File: config.mk
export PLATFORM = sky130hd
export DESIGN_NAME = vinstr_queue
export DESIGN_NICKNAME = d
export VERILOG_FILES = /design/src/rtl/vinstr_queue.sv
export SDC_FILE = /design/constraint.sdc
export NUM_CORES = 1
export LEC_CHECK = 0
export BUFFER_PORTS_ARGS = -buffer_cell sky130_fd_sc_hd__clkbuf_2
export CAP_MARGIN = 20
export CORE_ASPECT_RATIO = 0.8
export CORE_MARGIN = 2
export CORE_UTILIZATION = 55
export CTS_CLUSTER_SIZE = 8
export DETAILED_ROUTE_END_ITERATION = 10
export GPL_TIMING_DRIVEN = 0
export PLACE_DENSITY = 0.77
export REMOVE_ABC_BUFFERS = 1
export SLEW_MARGIN = 20
export SYNTH_ARGS = -nofsm -noshare
export SYNTH_HDL_FRONTEND = slang
export SYNTH_SLANG_ARGS = --single-unit
export TNS_END_PERCENT = 100
File: constraint.sdc
create_clock -name clk -period 4.3 [get_ports clk]
set_input_delay 0.215 -clock clk [delete_from_list [all_inputs] [get_ports clk]]
set_output_delay 0.215 -clock clk [all_outputs]
set_load 0.005 [all_outputs]
File: src/rtl/vinstr_queue.sv
// Elastic FWFT queue between the scalar vector-dispatch port and vector decode.
// Buffers 96-bit packets and tracks occupancy plus the number of queued vset instructions.
module vinstr_queue #(
  parameter int unsigned DEPTH            = 4,
  parameter int unsigned DATA_FROM_SCALAR = 96
) (
  input  logic                        clk,
  input  logic                        rst_n,
  input  logic                        flush_i,
  input  logic                        valid_i,
  output logic                        ready_o,
  input  logic [DATA_FROM_SCALAR-1:0] instr_i,
  output logic                        valid_o,
  input  logic                        ready_i,
  output logic [DATA_FROM_SCALAR-1:0] instr_o,
  output logic [$clog2(DEPTH+1)-1:0]  count_o,
  output logic [$clog2(DEPTH+1)-1:0]  vset_cnt_o,
  output logic                        head_vset_o
);

  localparam int unsigned CW = $clog2(DEPTH + 1);
  localparam int unsigned PW = (DEPTH > 1) ? $clog2(DEPTH) : 1;

  typedef logic [PW-1:0] ptr_t;
  typedef logic [CW-1:0] cnt_t;

  // Explicit wrap compare keeps non-power-of-2 depths correct.
  function automatic ptr_t ptr_inc(input ptr_t p);
    return (p == ptr_t'(DEPTH - 1)) ? '0 : p + ptr_t'(1);
  endfunction

  logic [DATA_FROM_SCALAR-1:0] mem_q       [DEPTH];
  logic                        vset_flag_q [DEPTH];

  ptr_t wr_ptr_q, wr_ptr_d;
  ptr_t rd_ptr_q, rd_ptr_d;
  cnt_t count_q, count_d;
  cnt_t vset_cnt_q, vset_cnt_d;

  logic push, pop, in_vset, head_vset;

  assign in_vset = (instr_i[70:64] == 7'b1010111) && (instr_i[78:76] == 3'b111);

  assign valid_o     = (count_q != '0);
  assign ready_o     = (count_q != cnt_t'(DEPTH)) && !flush_i;
  assign push        = valid_i && ready_o;
  assign pop         = valid_o && ready_i;
  assign head_vset   = vset_flag_q[rd_ptr_q] && valid_o;
  assign head_vset_o = head_vset;
  assign instr_o     = valid_o ? mem_q[rd_ptr_q] : '0;
  assign count_o     = count_q;
  assign vset_cnt_o  = vset_cnt_q;

  // NOTE: every always_comb output gets a default first so no path leaves it unassigned (no latch).
  always_comb begin
    wr_ptr_d   = wr_ptr_q;
    rd_ptr_d   = rd_ptr_q;
    count_d    = count_q;
    vset_cnt_d = vset_cnt_q;
    if (flush_i) begin
      wr_ptr_d   = '0;
      rd_ptr_d   = '0;
      count_d    = '0;
      vset_cnt_d = '0;
    end else begin
      if (push) wr_ptr_d = ptr_inc(wr_ptr_q);
      if (pop)  rd_ptr_d = ptr_inc(rd_ptr_q);
      case ({push, pop})
        2'b10:   count_d = count_q + cnt_t'(1);
        2'b01:   count_d = count_q - cnt_t'(1);
        default: count_d = count_q;
      endcase
      case ({push && in_vset, pop && head_vset})
        2'b10:   vset_cnt_d = vset_cnt_q + cnt_t'(1);
        2'b01:   vset_cnt_d = vset_cnt_q - cnt_t'(1);
        default: vset_cnt_d = vset_cnt_q;
      endcase
    end
  end

  // NOTE: sequential state uses non-blocking assignments so all flops update together at the edge.
  always_ff @(posedge clk or negedge rst_n) begin
    if (!rst_n) begin
      wr_ptr_q   <= '0;
      rd_ptr_q   <= '0;
      count_q    <= '0;
      vset_cnt_q <= '0;
    end else begin
      wr_ptr_q   <= wr_ptr_d;
      rd_ptr_q   <= rd_ptr_d;
      count_q    <= count_d;
      vset_cnt_q <= vset_cnt_d;
    end
  end

  // NOTE: storage has no reset; entries are only observable once count covers them.
  always_ff @(posedge clk) begin
    if (push) begin
      mem_q[wr_ptr_q]       <= instr_i;
      vset_flag_q[wr_ptr_q] <= in_vset;
    end
  end

endmodule

Word-level counts from Yosys, hierarchy flattened
Memories as Yosys holds them, arrays and structs flattened.
Index checks and enable logic that the tools add are counted.
Operators by class
  add/sub/neg operators: 6
  multiply operators: 0
  div/mod/pow operators: 0
  order comparisons: 0
  equal/unequal tests: 9
  shift-type cells: 0
  multiplexer cells: 13
  bitwise operators: 0
  reductions and logical operators: 13
Operators with widths (number)
  96-bit 2-to-1 mux: 1
  2-bit 2-to-1 mux: 6
  3-bit one-hot mux with 2 select lines: 2
  3-bit nonzero test: 3
  2-bit == test (second input constant): 4
  7-bit == test (second input constant): 1
  1-bit logical AND: 7
  3-bit by 1-bit adder with 3-bit output (second input constant): 2
  3-bit 2-to-1 mux: 2
  3-bit by 1-bit subtractor with 3-bit output (second input constant): 2
  2-bit by 1-bit adder with 2-bit output (second input constant): 2
  2-bit by 1-bit == test with 1-bit output (second input constant): 2
  2-bit nonzero test: 2
  3-bit == test (second input constant): 1
  3-bit != test (second input constant): 1
  1-bit 2-to-1 mux: 2
  1-bit zero test: 1
Storage, ports and cells
  bits in registers: 10
  latch bits: 0
  RAM bits: 388
  bits in read-only memories: 0
  input bits: 101
  logic and storage cells: 47
  memories kept: 2
Memory list
  mem_q: words 4, width 96, read ports 1, clocked after Yosys merged registers in 0, write ports 1, RTL line 32  | logic [DATA_FROM_SCALAR-1:0] mem_q [DEPTH];
  vset_flag_q: words 4, width 1, read ports 1, clocked after Yosys merged registers in 0, write ports 1, RTL line 33  | logic vset_flag_q [DEPTH];

Logic depth before layout (Yosys ltp)
Gate-level depths: netlist (run 1).
  word-level depth: 7
  gate-level depth with buffers: 8
  mapped depth without buffers: 7

Worst setup path after synthesis (run 1)
OpenSTA, ideal clock, no wires.
  path type: register to register
  start: register count_q[2] (netlist: count_o[2])
  end: memory mem_q[0][0], enable pin
  library setup time: 0.467 ns
  arrival: 3.250 ns
  required time: 3.833 ns
  setup slack: 0.583 ns
  stages on the path, launching flop included: 4
  buffers on the path: 0
  period minus slack after synthesis: 3.717 ns
  cells stage by stage: dfrtp_1 -> nor3b_1 -> nor3_2 -> and2_1
Between the ends
  word-level cells in the longest chain between the ends: 5
Ends and longest elaborated chain
  from (decl): RTL line 37  | cnt_t count_q, count_d;
  from (signal assigned): RTL line 91  | count_q <= count_d;
  3-bit != test: RTL line 45  | assign ready_o = (count_q != cnt_t'(DEPTH)) && !flush_i;
  1-bit logical AND: RTL line 45
  1-bit logical AND: RTL line 46  | assign push = valid_i && ready_o;
  1-bit 2-to-1 mux: RTL line 98  | if (push) begin
  1-bit 2-to-1 mux (implied by the code): RTL line 99  | mem_q[wr_ptr_q] <= instr_i;
  to (decl): RTL line 32
Every way passes these cells.

Final worst setup path (run 1)
  start: register rd_ptr_q[0]
  end: register vset_cnt_q[2] (netlist: vset_cnt_o[2])
Between the ends
  word-level cells in the longest chain between the ends: 6
  elaborated cells between the ends (all ways): 8
  those cells by class: eq/ne (2); mux (2); reduce/logical (3); memory (1)
Ends and longest elaborated chain
  from (decl): RTL line 36  | ptr_t rd_ptr_q, rd_ptr_d;
  from (signal assigned): RTL line 90  | rd_ptr_q <= rd_ptr_d;
  memory read 4 x 1 bit (*)
  1-bit logical AND (*): RTL line 48  | assign head_vset = vset_flag_q[rd_ptr_q] && valid_o;
  1-bit logical AND (*): RTL line 73  | case ({push && in_vset, pop && head_vset})
  2-bit by 1-bit == test with 1-bit output or 2-bit == test (tied branches): RTL line 73
  3-bit one-hot mux with 2 select lines: RTL line 73
  3-bit 2-to-1 mux: RTL line 60  | if (flush_i) begin
  to (signal assigned): RTL line 92  | vset_cnt_q <= vset_cnt_d;
  to (decl): RTL line 38  | cnt_t vset_cnt_q, vset_cnt_d;
Every way passes the cells marked *; elsewhere a longest branch is shown, timed or not.
A chain may end at the register's enable or synchronous reset.

==> reports/qor.yml, run 1 <==
drive_gt1_share_pct: 36.7
synthCells: 695
drt_iter0_markers: 638
fill_cells: 1570
crit_type: "reg -> reg"
final_cells: 1410
ys_warn_count: 0
core-area_um2: 27400
cap_violations: 0
clkTransAtPathRegs_ns: 0.05
ctsResizeCount: 0
status: "completed"
timing.slew.headroom_pct: 48.8
drt-total-wl_um: 30800
via_per_inst: 5.64
die_x_um: 191
gp_congestion: 0.704
rows: 54
postCtsHoldBufs: 98
initial_core_util_pct: 56.2
endpoint_kind: "register"
io_pins: 206
fin_nets: 1140
drv_slew: 0
p_per_area_nw_per_um2: 573
dp_hpwl_um: 17200
cp_max_fo: 31
leakage_uw: 0.00683
clock_skew_ns: 0.0196
setup_viol: 0
ir_worst_vdd_uv: 562
yosysSeqAreaShare_pct: 77.4
htreeDepth: 2
p_seq_share_pct: 42.2
cp-start-kind: "register"
hold_path.class: "in -> async"
placed_cells: 1242
fmax_mhz: 326
yosysUniqueCellTypes: 38
critPathArrivalTime_ns: 3.49
period_share_pct: 71.4
synth_edf_count: 388
hold_violations: 0
fp.dieH_um: 154
grt_max_degree: 53
synth_area_per_cell_um2: 22.1
firstDrtPassIters: 5
drc: 0
syn-cell-area_um2: 15400
antenna_found_initial: 1
yosys_register_bits: 398
p_int_uw: 8330
routedWlPerCell_um: 21.8
worstPathRequired_ns: 4.72
cts_root_buf: "clkbuf_16"
ant_nets: 0
grt_pass1_vias: 8667
async_reset_ff_share_pct: 2.51
cts_buffers: 55
period_needed_ns: 3.07
power.share.switching_pct: 25.6
dieArea_um2: 29300
worst_slew_pin_slew_ns: 0.761
grt_use_total_pct: 21.7
area_growth_pct: 27.0
vias: 7956
clk_latency_ns: 0.56
portBuffers: 205
power_frac_comb_pct: 24.3
finalSetupTns_ns: 0
overflow: 0
cts.sinks: 398
grt_pass1_wl_um: 48300
p_clk_share_pct: 33.5
p_sw_uw: 2860
synth-main-ff-cell: "edfxtp_1"
rsz0062_at_grt: "no"
cts_tree: "built"
clock_path_buffers: 3
cts_setup_buffers: 0
cells in the mapped netlist (4+ instances only):
cell	n	share of area, %
and2_1	102	4.1
and4b_1	4	0.26
buf_2	13	0.42
clkbuf_1	20	0.49
dfrtp_1	10	1.6
edfxtp_1	388	76
ha_1	4	0.33
inv_1	4	0.098
mux4_2	97	14
nor2_1	9	0.22
per-stage QoR:
| stage | worst slack (ns) | total power, uW | area [um^2] | util (%) | hold slack [ns] |
|---|---|---|---|---|---|
| final | 1.23 | 11200 | 19500 | 71.4 | 0.0601 |
| after global routing | 1.06 | 11700 | 19500 | 71.4 | 0.0877 |
| after CTS | 1.23 | 11300 | 19500 | 71.4 | 0.0355 |
| after detailed placement | 1.24 | 7470 | 17100 | 62.4 | 0.106 |
| after global placement | -3.48 | 7440 | 16700 | 61.1 | 0.104 |
| after floorplan | -1.67 | 6440 | 15200 | - | -0.0806 |
cells in the final DEF, fill, tap and decap left out, types with 2 or more instances in the layout:
master	n
edfxtp_1	388
clkbuf_2	205
and2_1	98
dlygate4sd3_1	98
mux4_2	97
clkbuf_16	57
clkbuf_1	12
buf_16	11
nor2_1	9
dfrtp_1	8
inv_1	4
and2_4	4
and4b_1	4
ha_1	4
nand2b_1	3
xor2_1	3
mux2i_1	3
o31ai_1	2
and4_1	2
or3b_1	2
nor2b_1	2
mux2_2	2
nand3_1	2
nor4b_1	2
nand2_1	2
a41oi_1	2
fa_1	2
buf_12	2
dfrtp_4	2
kinds of logic after synthesis:
| logic type | count (synthesis) | synth area share (%) |
|---|---|---|
| simple gates | 138 | 5.68 |
| fa+ha+maj | 6 | 0.586 |
| buf+inv | 39 | 1.11 |
| mux | 102 | 14.5 |
| xor+xnor | 4 | 0.317 |
| flops | 398 | 77.4 |
| compound gates | 8 | 0.390 |
path summary, 6_finish.rpt:
check | startpoint | end | slack [ns] | cells past startpoint
worst max-delay path | rd_ptr_q[0] | vset_cnt_o[2] | 1.23 | 7
worst min-delay path | rst_n | wr_ptr_q[1] | 0.06 | 2
worst max register to register | rd_ptr_q[0] | vset_cnt_o[2] | 1.23 | 7
worst min register to register | wr_ptr_q[0] | wr_ptr_q[0] | 0.62 | 2
max in group asynchronous | rst_n | rd_ptr_q[0] | 4.00 | 2
min in group clk | ready_i | rd_ptr_q[1] | 0.06 | 4
area by class of cell:
class	count	area (um^2)	area share [%]
Timing Repair Buffer	316	2350	12.0
Inverter	4	15.0	0.0769
Tap cell	364	455	2.33
Multi-Input combinational cell	258	3320	17.0
Sequential cell	398	11900	61.0
Clock buffer	69	1470	7.54
Antenna cell	1	2.50	0.0128
flip-flops by register name, indices dropped and copies added (netlist names):
signal       count
count_o          3
mem_q          384
rd_ptr_q         2
vset_cnt_o       3
vset_flag_q      4
wr_ptr_q         2
power by group through the flow:
stage	Sequential, uW	Combinational (uW)	Clock, uW
final	4730	2720	3750
after detailed placement	4800	2670	0
after CTS	4730	2770	3820
after global routing	4750	2980	3990
after floorplan	4920	1520	0
after global placement	5020	2420	0
layer usage:
metal	vias to the layer above	GRT usage, %	share of wire (%)
met5	-	0	0
met4	0	5.87	1.6
met3	47	5.98	8.9
met2	344	34.9	49
met1	4075	29.7	40
li1	3490	-	-
worst max-delay path: stages, from the launching register on:
cell	delay [ns]
dfrtp_4	0.87
mux4_2	0.65
nand3_2	0.18
nor2_1	0.08
fa_1	0.41
or3b_1	0.41
mux2i_1	0.19
o311ai_1	0.13
(Power assumes the default switching activity.)
==> run 2: changes to the inputs <==
==> constraint.sdc (replaced) <==
create_clock -name clk -period 2.9 [get_ports clk]
set_input_delay 0.145 -clock clk [delete_from_list [all_inputs] [get_ports clk]]
set_output_delay 0.145 -clock clk [all_outputs]
set_load 0.005 [all_outputs]
==> reports/qor.yml, run 2 (synthesis results as in run 1) <==
vias: 8094
cts_root_buf: "clkbuf_16"
clkTransAtPathRegs_ns: 0.05
fin_area_um2: 19700
ir_worst_vdd_uv: 683
grt_use_total_pct: 22.5
drv_slew: 0
layout_commonest_cell: "edfxtp_1"
groute.layer.met1.usage_pct: 31.2
critPathArrivalTime_ns: 3.20
fp.dieH_um: 154
period_share_pct: 95.6
fin_nets: 1154
drc: 0
htreeDepth: 2
top_regs: "mem_q x384, vset_flag_q x4"
p_clk_share_pct: 33.1
path_cells: "buf_16 > mux4_2 > nand3_2 > nor2_1 > fa_1 > nor4b_1 > or4_1"
p_int_uw: 12500
firstDrtPassIters: 6
finalPower_uw: 16800
dp_hpwl_um: 17200
worst-path-buf-inv: 1
busiest_layer: "met2"
timing.slew.headroom_pct: 43.5
grt_pass1_wl_um: 49600
clock_skew_ns: 0.0181
worstPathRequired_ns: 3.32
fill_cells: 1553
drt-total-wl_um: 32200
routedWlPerCell_um: 22.6
antenna_found_initial: 4
grt_pass1_vias: 8748
leakage_uw: 0.00690
clock_path_buffers: 3
placed_area_um2: 17100
cp_max_fo: 22
power.share.switching_pct: 26.0
p_sw_uw: 4380
crit_type: "reg -> reg"
rsz0062_at_grt: "no"
grt_util_met3_pct: 6.00
multiInputGateArea_um2: 3340
endpoint_kind: "register"
fmax_mhz: 361
grt_max_degree: 50
cts_tree: "built"
period_needed_ns: 2.77
cp-start-kind: "register"
slowest_delay_ns: 0.62
drt_iter0_markers: 692
p_seq_share_pct: 41.1
final_cell_mix: "edfxtp_1, clkbuf_2, dlygate4sd3_1, and2_1, mux4_2"
cts.sinks: 398
area_growth_pct: 27.9
cap_violations: 0
worst_slew_pin_slew_ns: 0.840
drive_gt1_share_pct: 37.6
dieArea_um2: 29300
core-area_um2: 27400
hold_path.class: "in -> reg"
slowest_stage: "dfrtp_4"
cp_top_family: "simple AND/OR/NAND/NOR gates"
top_register: "mem_q"
ant_nets: 0
final-seq-area_um2: 11900
rows: 54
power_frac_comb_pct: 25.9
met2_usage_pct: 35.8
clk_latency_ns: 0.56
hold_violations: 0
largest_reg_flops: 384
initial_core_util_pct: 56.2
die_x_um: 191
via_per_inst: 5.68
gp_congestion: 0.704
p_per_area_nw_per_um2: 856
io_pins: 206
setup_viol: 0
overflow: 0
status: "completed"
cts_buffers: 55
portBuffers: 205
run 2: cell types whose count changed in the layout (fill, tap and decap cells not counted), sizes merged:
cell and delta:
buf +8, or3 +2, dlygate4sd3 +3, clkbuf +1
run 2: layout make-up:
cell class              count  area share, %
inverters                   4         0.0763
well taps                 364           2.31
flip-flops and latches    398           60.6
diodes                      1         0.0127
repair buffers            328           12.6
multi-input cells         260           17.0
clock buffers              69           7.48
run 2: power by group through the flow:
stage	clock, uW	sequential, uW	combinational [uW]
2_1_floorplan	0	7260	2130
3_3_place_gp	0	7300	2810
3_5_place_dp	0	7110	3960
4_1_cts	5670	7000	4260
5_1_grt	5910	6940	4770
6_report	5570	6910	4360
run 2: per-layer routing:
layer / routed length [um] / share of wire [%]
met3: 2950 / 9.1
met4: 566 / 1.8
met2: 15700 / 49
met5: 0 / 0
met1: 13000 / 40
run 2: worst paths after layout:
check,slack [ns],cells past startpoint,start,to
setup / recovery,0.13,7,rd_ptr_q[1],vset_cnt_o[1]
hold reg to reg,0.63,2,vset_cnt_o[2],vset_cnt_o[2]
min in group asynchronous,0.61,3,rst_n,wr_ptr_q[1]
setup reg to reg,0.13,7,rd_ptr_q[1],vset_cnt_o[1]
max in group asynchronous,1.91,3,rst_n,rd_ptr_q[0]
hold / removal,0.03,2,flush_i,rd_ptr_q[1]
run 2: timing repair:
item / CTS / global route
buffers inserted: 1 / 7
setup endpoints to repair: 2 / 2
hold endpoints to repair: 396 / 0
pin swaps: 1 / 1
gates cloned: 2 / 1
gates resized for setup: 3 / 0
hold buffers: 101 / 0
run 2: stage by stage:
step	utilization [%]	TNS (ns)	instances	setup slack, ns	hold WS (ns)
3_5_place_dp	62.4	-0.314	1242	-0.159	0.0358
5_1_grt	71.9	0	1424	0.0149	0.0698
6_report	71.9	0	1424	0.126	0.0337
2_1_floorplan	-	-511.51	660	-3.07	-0.151
4_1_cts	71.6	0	1415	0.0274	0.00679
3_3_place_gp	61.1	-1343.92	1229	-4.88	0.0338
==> run 3: changes to the inputs <==
--- a/config.mk
+++ b/config.mk
@@ -8,7 +8,6 @@
 export BUFFER_PORTS_ARGS = -buffer_cell sky130_fd_sc_hd__clkbuf_2
 export CAP_MARGIN = 20
 export CORE_ASPECT_RATIO = 0.8
-export CORE_MARGIN = 2
 export CORE_UTILIZATION = 55
 export CTS_CLUSTER_SIZE = 8
 export DETAILED_ROUTE_END_ITERATION = 10
==> reports/qor.yml, run 3 (synthesis results as in run 1) <==
cts_buffers: 55
worstPathRequired_ns: 3.31
min_to: "rd_ptr_q[0]"
cts_root_buf: "clkbuf_16"
grt_pass1_vias: 8463
whs_path_depth: 2
area_growth_pct: 28.1
fmax_mhz: 361
crit_type: "reg -> reg"
core-area_um2: 27400
dieArea_um2: 28600
final.setup.worst_slack_ns: 0.131
period_share_pct: 95.5
antenna_found_initial: 1
overflow: 0
p_sw_uw: 4340
drt-total-wl_um: 31000
clk_latency_ns: 0.55
final_util_pct: 72.0
finalSetupTns_ns: 0
clock_skew_ns: 0.0206
pre_cts_ws_ns: -0.456
ant_nets: 0
regToRegEndpoint: "vset_cnt_o[2]"
fill_cells: 1582
via_per_inst: 5.60
p_per_area_nw_per_um2: 856
gp_congestion: 0.711
drive_gt1_share_pct: 37.1
timing.slew.headroom_pct: 48.8
critPathArrivalTime_ns: 3.18
power_frac_comb_pct: 26.1
clock_path_buffers: 3
io_pins: 206
die_x_um: 189
rows: 54
routedWlPerCell_um: 21.8
endpoint_kind: "register"
drc: 0
fin_nets: 1152
worstReg2RegStart: "rd_ptr_q[0]"
drt_iter0_markers: 660
firstDrtPassIters: 5
clkTransAtPathRegs_ns: 0.05
power.share.switching_pct: 25.7
cts_tree: "built"
grt_max_degree: 56
p_seq_share_pct: 40.8
hp-start: "flush_i"
status: "completed"
hold_violations: 0
portBuffers: 205
finalPower_uw: 16900
cts.sinks: 398
drv_slew: 0
worst_slew_pin_slew_ns: 0.761
dp_hpwl_um: 17200
largest_reg_flops: 384
multiInputGateArea_um2: 3330
initial_core_util_pct: 56.2
setup_viol: 0
period_needed_ns: 2.77
r2r_cells: 9
p_int_uw: 12500
rsz0062_at_grt: "no"
vias: 7965
ff2ff_setup_slack_ns: 0.13
fp.dieH_um: 152
layout_commonest_cell: "edfxtp_1"
hold_path.class: "in -> reg"
final_cell_mix: "edfxtp_1, clkbuf_2, dlygate4sd3_1, and2_1, mux4_2"
cp_max_fo: 6
leakage_uw: 0.00692
grt_pass1_wl_um: 47000
cap_violations: 0
grt_use_total_pct: 22.0
top_regs: "mem_q x384, vset_flag_q x4"
ir_worst_vdd_uv: 866
final-seq-area_um2: 11900
cp-start-kind: "register"
top_register: "mem_q"
htreeDepth: 2
p_clk_share_pct: 33.1
run 3: changes by cell type in the layout (fill, tap and decap cells not counted), moves of 2 or more:
cell,before,now
dfrtp_2,3,0
dfrtp_1,5,8
or3_2,2,0
bufbuf_16,0,2
run 3: worst max-delay path, stage by stage (launching register included):
cell and delay (ns):
dfrtp_4 0.53, buf_16 0.15, buf_16 0.12, mux4_2 0.50, nand3_4 0.12, nor2_1 0.07
fa_1 0.40, or3b_1 0.43, mux2i_1 0.17, o311ai_1 0.14
run 3: power groups by stage:
stage | sequential, uW | clock (uW) | combinational (uW)
floorplan | 7260 | 0 | 2130
global placement | 7290 | 0 | 2790
detailed placement | 7030 | 0 | 4080
CTS | 6890 | 5680 | 4450
global route | 6920 | 5910 | 4770
finish | 6890 | 5590 | 4400
run 3: worst max path at each step:
| stage | slack [ns] | endpoint | cells after the start | start |
|---|---|---|---|---|
| finish | 0.13 | vset_cnt_o[2] | 9 | rd_ptr_q[0] |
| global route | 0.02 | vset_cnt_o[2] | 9 | rd_ptr_q[0] |
| CTS | 0.07 | vset_cnt_o[2] | 9 | rd_ptr_q[0] |
| detailed placement | -0.46 | vset_cnt_o[1] | 8 | rd_ptr_q[0] |
| global placement | -4.92 | vset_cnt_o[1] | 6 | rd_ptr_q[0] |
| floorplan | -3.07 | vset_cnt_o[1] | 6 | rd_ptr_q[0] |
run 3: metal layers:
| metal | routed length [um] | global-route usage (%) |
|---|---|---|
| met5 | 0 | 0 |
| met4 | 601 | 6.41 |
| met3 | 2450 | 5.96 |
| met2 | 15200 | 36.2 |
| met1 | 12800 | 29.3 |
run 3: through the flow:
stage | hold slack [ns] | instance area [um^2] | cells
after floorplan | -0.151 | 15200 | 660
after global routing | 0.0390 | 19700 | 1423
after detailed placement | 0.0311 | 17100 | 1243
after CTS | 0.00742 | 19700 | 1420
final | 0.0316 | 19700 | 1423
after global placement | 0.0293 | 16700 | 1229
run 3: timing repair:
item / in CTS / in global routing
endpoints found under the setup margin: 2 / 1
buffers inserted: 4 / 2
endpoints found under the hold margin: 396 / 0
hold buffers: 101 / 0
gates resized for setup: 0 / 1
cloned: 2 / 0
pin swaps: 0 / 1
run 3: layout make-up:
cell class	count	area share (%)
inverters	4	0.0762
diodes	1	0.0127
repair buffers	328	12.8
flip-flops and latches	398	60.4
multi-input cells	258	16.9
clock buffers	70	7.49
well taps	364	2.31
